`src/rtl/mul_share_ctrl.sv`:
```
// Shared iterative shift-add unsigned multiplier with round-robin arbitration
// between two requesters. Optional early termination: define EARLY_TERM_EN.
module mul_share_ctrl #(
    parameter int WIDTH = 32,
    parameter int CNT_W = 6
) (
    input  logic                 clk,
    input  logic                 rst,
    input  logic                 req0_valid,
    output logic                 req0_ready,
    input  logic [WIDTH-1:0]     req0_a,
    input  logic [WIDTH-1:0]     req0_b,
    input  logic                 req1_valid,
    output logic                 req1_ready,
    input  logic [WIDTH-1:0]     req1_a,
    input  logic [WIDTH-1:0]     req1_b,
    output logic                 out_valid,
    input  logic                 out_ready,
    output logic                 out_id,
    output logic [2*WIDTH-1:0]   out_data,
    output logic                 busy
);

    typedef enum logic [1:0] {
        IDLE,
        RUN,
        DONE
    } state_t;

    state_t               state, state_nx;
    logic                 ptr;
    logic                 grant;
    logic                 take;
    logic                 last_iter;
    logic                 id_q;
    logic [WIDTH-1:0]     sel_a, sel_b;
    logic [2*WIDTH-1:0]   mcand, prod;
    logic [WIDTH-1:0]     mplier;
    logic [CNT_W-1:0]     cnt;

    // A lone requester always wins; the pointer only breaks ties.
    always_comb begin
        grant = ptr;
        if (req0_valid && !req1_valid) grant = 1'b0;
        else if (req1_valid && !req0_valid) grant = 1'b1;
    end

    assign take       = (state == IDLE) && (req0_valid || req1_valid);
    assign req0_ready = take && !grant;
    assign req1_ready = take && grant;
    assign sel_a      = grant ? req1_a : req0_a;
    assign sel_b      = grant ? req1_b : req0_b;

`ifdef EARLY_TERM_EN
    assign last_iter = (cnt == CNT_W'(WIDTH - 1)) || ((mplier >> 1) == '0);
`else
    assign last_iter = (cnt == CNT_W'(WIDTH - 1));
`endif

    // NOTE: always_comb assigns every output a default first so no latch is inferred.
    always_comb begin
        state_nx = state;
        case (state)
            IDLE:    if (take) state_nx = RUN;
            RUN:     if (last_iter) state_nx = DONE;
            DONE:    if (out_ready) state_nx = IDLE;
            default: state_nx = IDLE;
        endcase
    end

    // NOTE: sequential state uses non-blocking assignments so all registers update together.
    always_ff @(posedge clk) begin
        if (rst) state <= IDLE;
        else     state <= state_nx;
    end

    always_ff @(posedge clk) begin
        if (rst) begin
            ptr    <= 1'b0;
            id_q   <= 1'b0;
            mcand  <= '0;
            mplier <= '0;
            prod   <= '0;
            cnt    <= '0;
        end else begin
            case (state)
                IDLE: begin
                    if (take) begin
                        mcand  <= {{WIDTH{1'b0}}, sel_a};
                        mplier <= sel_b;
                        prod   <= '0;
                        cnt    <= '0;
                        id_q   <= grant;
                        ptr    <= ~grant;
                    end
                end
                RUN: begin
                    if (mplier[0]) prod <= prod + mcand;
                    mcand  <= mcand << 1;
                    mplier <= mplier >> 1;
                    cnt    <= cnt + CNT_W'(1);
                end
                default: ;
            endcase
        end
    end

    assign out_valid = (state == DONE);
    assign out_id    = id_q;
    assign out_data  = prod;
    assign busy      = (state != IDLE);

endmodule

```
`config.mk`:
```
export PLATFORM = sky130hd
export DESIGN_NAME = mul_share_ctrl
export DESIGN_NICKNAME = d
export VERILOG_FILES = /design/src/rtl/mul_share_ctrl.sv
export SDC_FILE = /design/constraint.sdc
export NUM_CORES = 1
export LEC_CHECK = 0
export CORE_MARGIN = 2
export CORE_UTILIZATION = 48
export DETAILED_ROUTE_END_ITERATION = 10
export PLACE_DENSITY = 0.78
export SLEW_MARGIN = 0
export SYNTH_ARGS = -nofsm -noshare
export SYNTH_HDL_FRONTEND = slang
export SYNTH_SLANG_ARGS = --single-unit
```
`constraint.sdc`:
```
create_clock -name clk -period 2.7 [get_ports clk]
set_input_delay 0.675 -clock clk [delete_from_list [all_inputs] [get_ports clk]]
set_output_delay 0.675 -clock clk [all_outputs]
set_load 0.03 [all_outputs]
```
==> metrics.csv <==
stage,metric,value,unit
status,status,"finished, violations left",
status,failing checks,negative setup slack,
power_and_ir_drop,PD cells,422.3,nW/µm²
sta,Period minus WS final,2957,ps
global_route,initial antenna violation count,1,
critical_path,worst r2r src,mcand[0],
detailed_routing,DRT iter0 DRCs,1089,
clock_tree,H-tree depth,4,
power_and_ir_drop,peak supply drop,0.4138,mV
synth,Yosys top cell by area,dfxtp_1,
sta,WHS,467.6,ps
detailed_routing,DRT Wirelength,35030,µm
synth,synthesized flop and latch total,170,
clock_tree,"CTS clk-pin slew, worst paths",70,ps
clock_tree,clock sink count,170,
synth,"Primary FF master, synth",dfxtp_1,
synth,"Seq/Total Area, Yosys",0.3244,
hold_path,Hold Path Origin,out_id,
critical_path,CP required,3040,ps
die,row count,54,
global_route,largest net degree at the start of global routing,136,
hold_path,Hold EP,out_id,
layout,Area Overhead vs Synth,46.21,%
place,RePlAce Congestion,0.9749,
critical_path,CP Class,flip-flop to flip-flop,
layout,"commonest non-fill, non-tap cell in the layout",buf_4,
layout,"commonest cells after routing, fill and taps aside","buf_4 (199), clkdlybuf4s50_1 (198), nor2_1 (175)",
synth,Synth cell types,68,
critical_path,R2R Path End,out_data[32],
die,starting density of the core,0.4852,
global_route,vias in the first global route,10933,
job,Max-Cap Viols,0,
critical_path,reg2reg path depth,15,
critical_path,Critical Path Sink Type,flip-flop,
detailed_routing,vias per cell,6.040,
synth,Synth top area share,0.3244,
synth,Synth Warn #,0,
die,Die ar.,23050,µm²
sta,fin crit share,1.095,
synth,post-synthesis cell count,1250,
clock_tree,Clock Root Buffer,clkbuf_16,
detailed_routing,Via Count,11356,
hold_path,Hold/Removal Path Class,flip-flop to flip-flop,
clock_tree,CTS tree,done,
detailed_routing,Detail Route Antenna Nets,0,
die,die width,151.8,µm
layout,n_diodes,0,
layout,share of cells above drive strength 1,0.2575,
synth,share of flip-flops with an asynchronous set or reset,0,
synth,mean area per synthesized cell,8.392,µm²
layout,post-route design area,15340,µm²
hold_path,hold path depth,2,
die,area of the core,21620,µm²
critical_path,CP Max Fanout,3,
detailed_routing,drt first pass iters,10,
layout,Util after Layout,0.7094,
critical_path,Crit path arrival time,3290,ps
clock_tree,clk buf depth,2,
power_and_ir_drop,Total Power,6477,µW
place,count of input and output buffers,201,
global_route,GR Util All Layers,0.2851,
critical_path,R2R Setup Slk,-260,ps
sta,max-slew violation count,0,
place,dpl hpwl,24890,µm
clock_tree,worst-skew pair later-pin latency,440,ps
sta,Tightest Pin Transition,671.8,ps
synth,Mapped Area,10490,µm²
synth,synth top area cells,"dfxtp_1 (32%), ha_1 (7.6%), mux2_2 (6.7%)",
sta,setup slack after layout,-257.5,ps
die,# IOs,202,
synth,number of synthesized flops with an enable pin,0,
detailed_routing,WL/cell,18.63,µm
global_route,grt ovf,0,
place,Area after DPL,14070,µm²
sta,Peak Freq,338.1,MHz
sta,Final Hold Viols,0,
die,Die Y,151.8,µm
critical_path,startpoint type of the worst setup path,flip-flop,
synth,Mapped Nets,1448,
power_and_ir_drop,Lkg Pwr,0.006328,µW
sta,max_slew headroom,0.5521,
sta,unrepaired setup endpoints after global routing,true,
layout,nets@finish,1785,
sta,Worst Clk Skew,12.58,ps
global_route,first-pass GRT wire length,54910,µm
detailed_routing,DR DRC count,0,
clock_tree,TritonCTS buffer count,17,
sta,number of setup violations in the final report,20,
## logic make-up after synthesis
group                      count (synthesis)  synth area share
AOI/OAI and AO/OA                        405            0.2766
and+or+nand+nor                          367            0.1573
DFF                                      170            0.3244
buffers and inverters                    119           0.04461
adders and majority gates                 66           0.07920
muxes                                     65           0.06942
xor gates and xnor gates                  58           0.04842
## final cells by class
class / count / area, µm²
Timing Repair Buffer: 413 / 3709
Multi-Input combinational cell: 961 / 7137
Clock inverter: 15 / 198.9
Sequential cell: 170 / 3427
Clock buffer: 17 / 425.4
Inverter: 24 / 90.09
Fill cell: 1613 / 6284
Tap cell: 280 / 350.3
## layer usage
metal  vias to the layer above  global-route usage  part of all wire  wire (µm)
met5                         -                   0           0.00046         16
met4                         2              0.1050             0.026        914
met3                        92             0.05933             0.066       2299
met2                       488              0.4852              0.49      17030
met1                      5431              0.3566              0.42      14770
li1                       5343                   -                 -          -
## through the flow
stage                     TNS [ps]  worst slack (ps)  std cells
after floorplan             -33.68            -33.68       1250
after global routing         -5090            -369.7       1880
after global placement       -1463            -200.8       1822
after CTS                    -1157            -175.9       1865
final                        -2985            -257.5       1880
after detailed placement     -2776            -303.9       1822
## worst max-delay path by stage
stage                         endpoint   startpoint  slack, ps
final                     out_data[32]     mcand[0]       -260
after global routing      out_data[42]    mcand[13]       -370
after CTS                 out_data[56]     mcand[0]       -180
after detailed placement  out_data[58]  out_data[0]       -300
after global placement    out_data[58]  out_data[0]       -200
after floorplan           out_data[42]  out_data[0]        -30
## worst max-delay path, stage by stage, from the launching register on
cell and delay (ps):
dfxtp_2 360, ha_4 140, inv_2 40, fa_2 350
nand2b_4 150, a21o_4 220, a2111oi_4 320, a211o_1 260
a31oi_4 140, buf_4 160, buf_6 100, buf_6 100
nor2_2 80, a31oi_2 100, xnor2_1 130, a22o_1 190
## cell usage after synthesis (all sizes together), types with 20 or more instances
master,n
nor2,178
ha,64
a21o,33
a222oi,62
mux2,62
a21oi,94
nand2,78
inv,24
buf,20
clkbuf,75
xor2,22
xnor2,36
dfxtp,170
nand4,23
o21ai,67
a22oi,57
## power breakdown
part / internal (µW) / switching (µW)
registers: 2610 / 75.3
logic: 640 / 578
clock network: 1350 / 1230
total: 4590 / 1890
## what timing repair did
action,CTS,global route
endpoints found under the setup margin,26,28
setup buffers,12,15
pin swaps,43,40
hold buffers,0,0
gates resized for setup,51,47
hold endpoints to repair,0,0
## registers in the layout, indices dropped and copies added, names as in the netlist
signal / count
out_id: 1
mcand: 64
state: 2
ptr: 1
out_data: 64
cnt: 6
mplier: 32
Note: power is estimated with default switching activity, not from simulation.
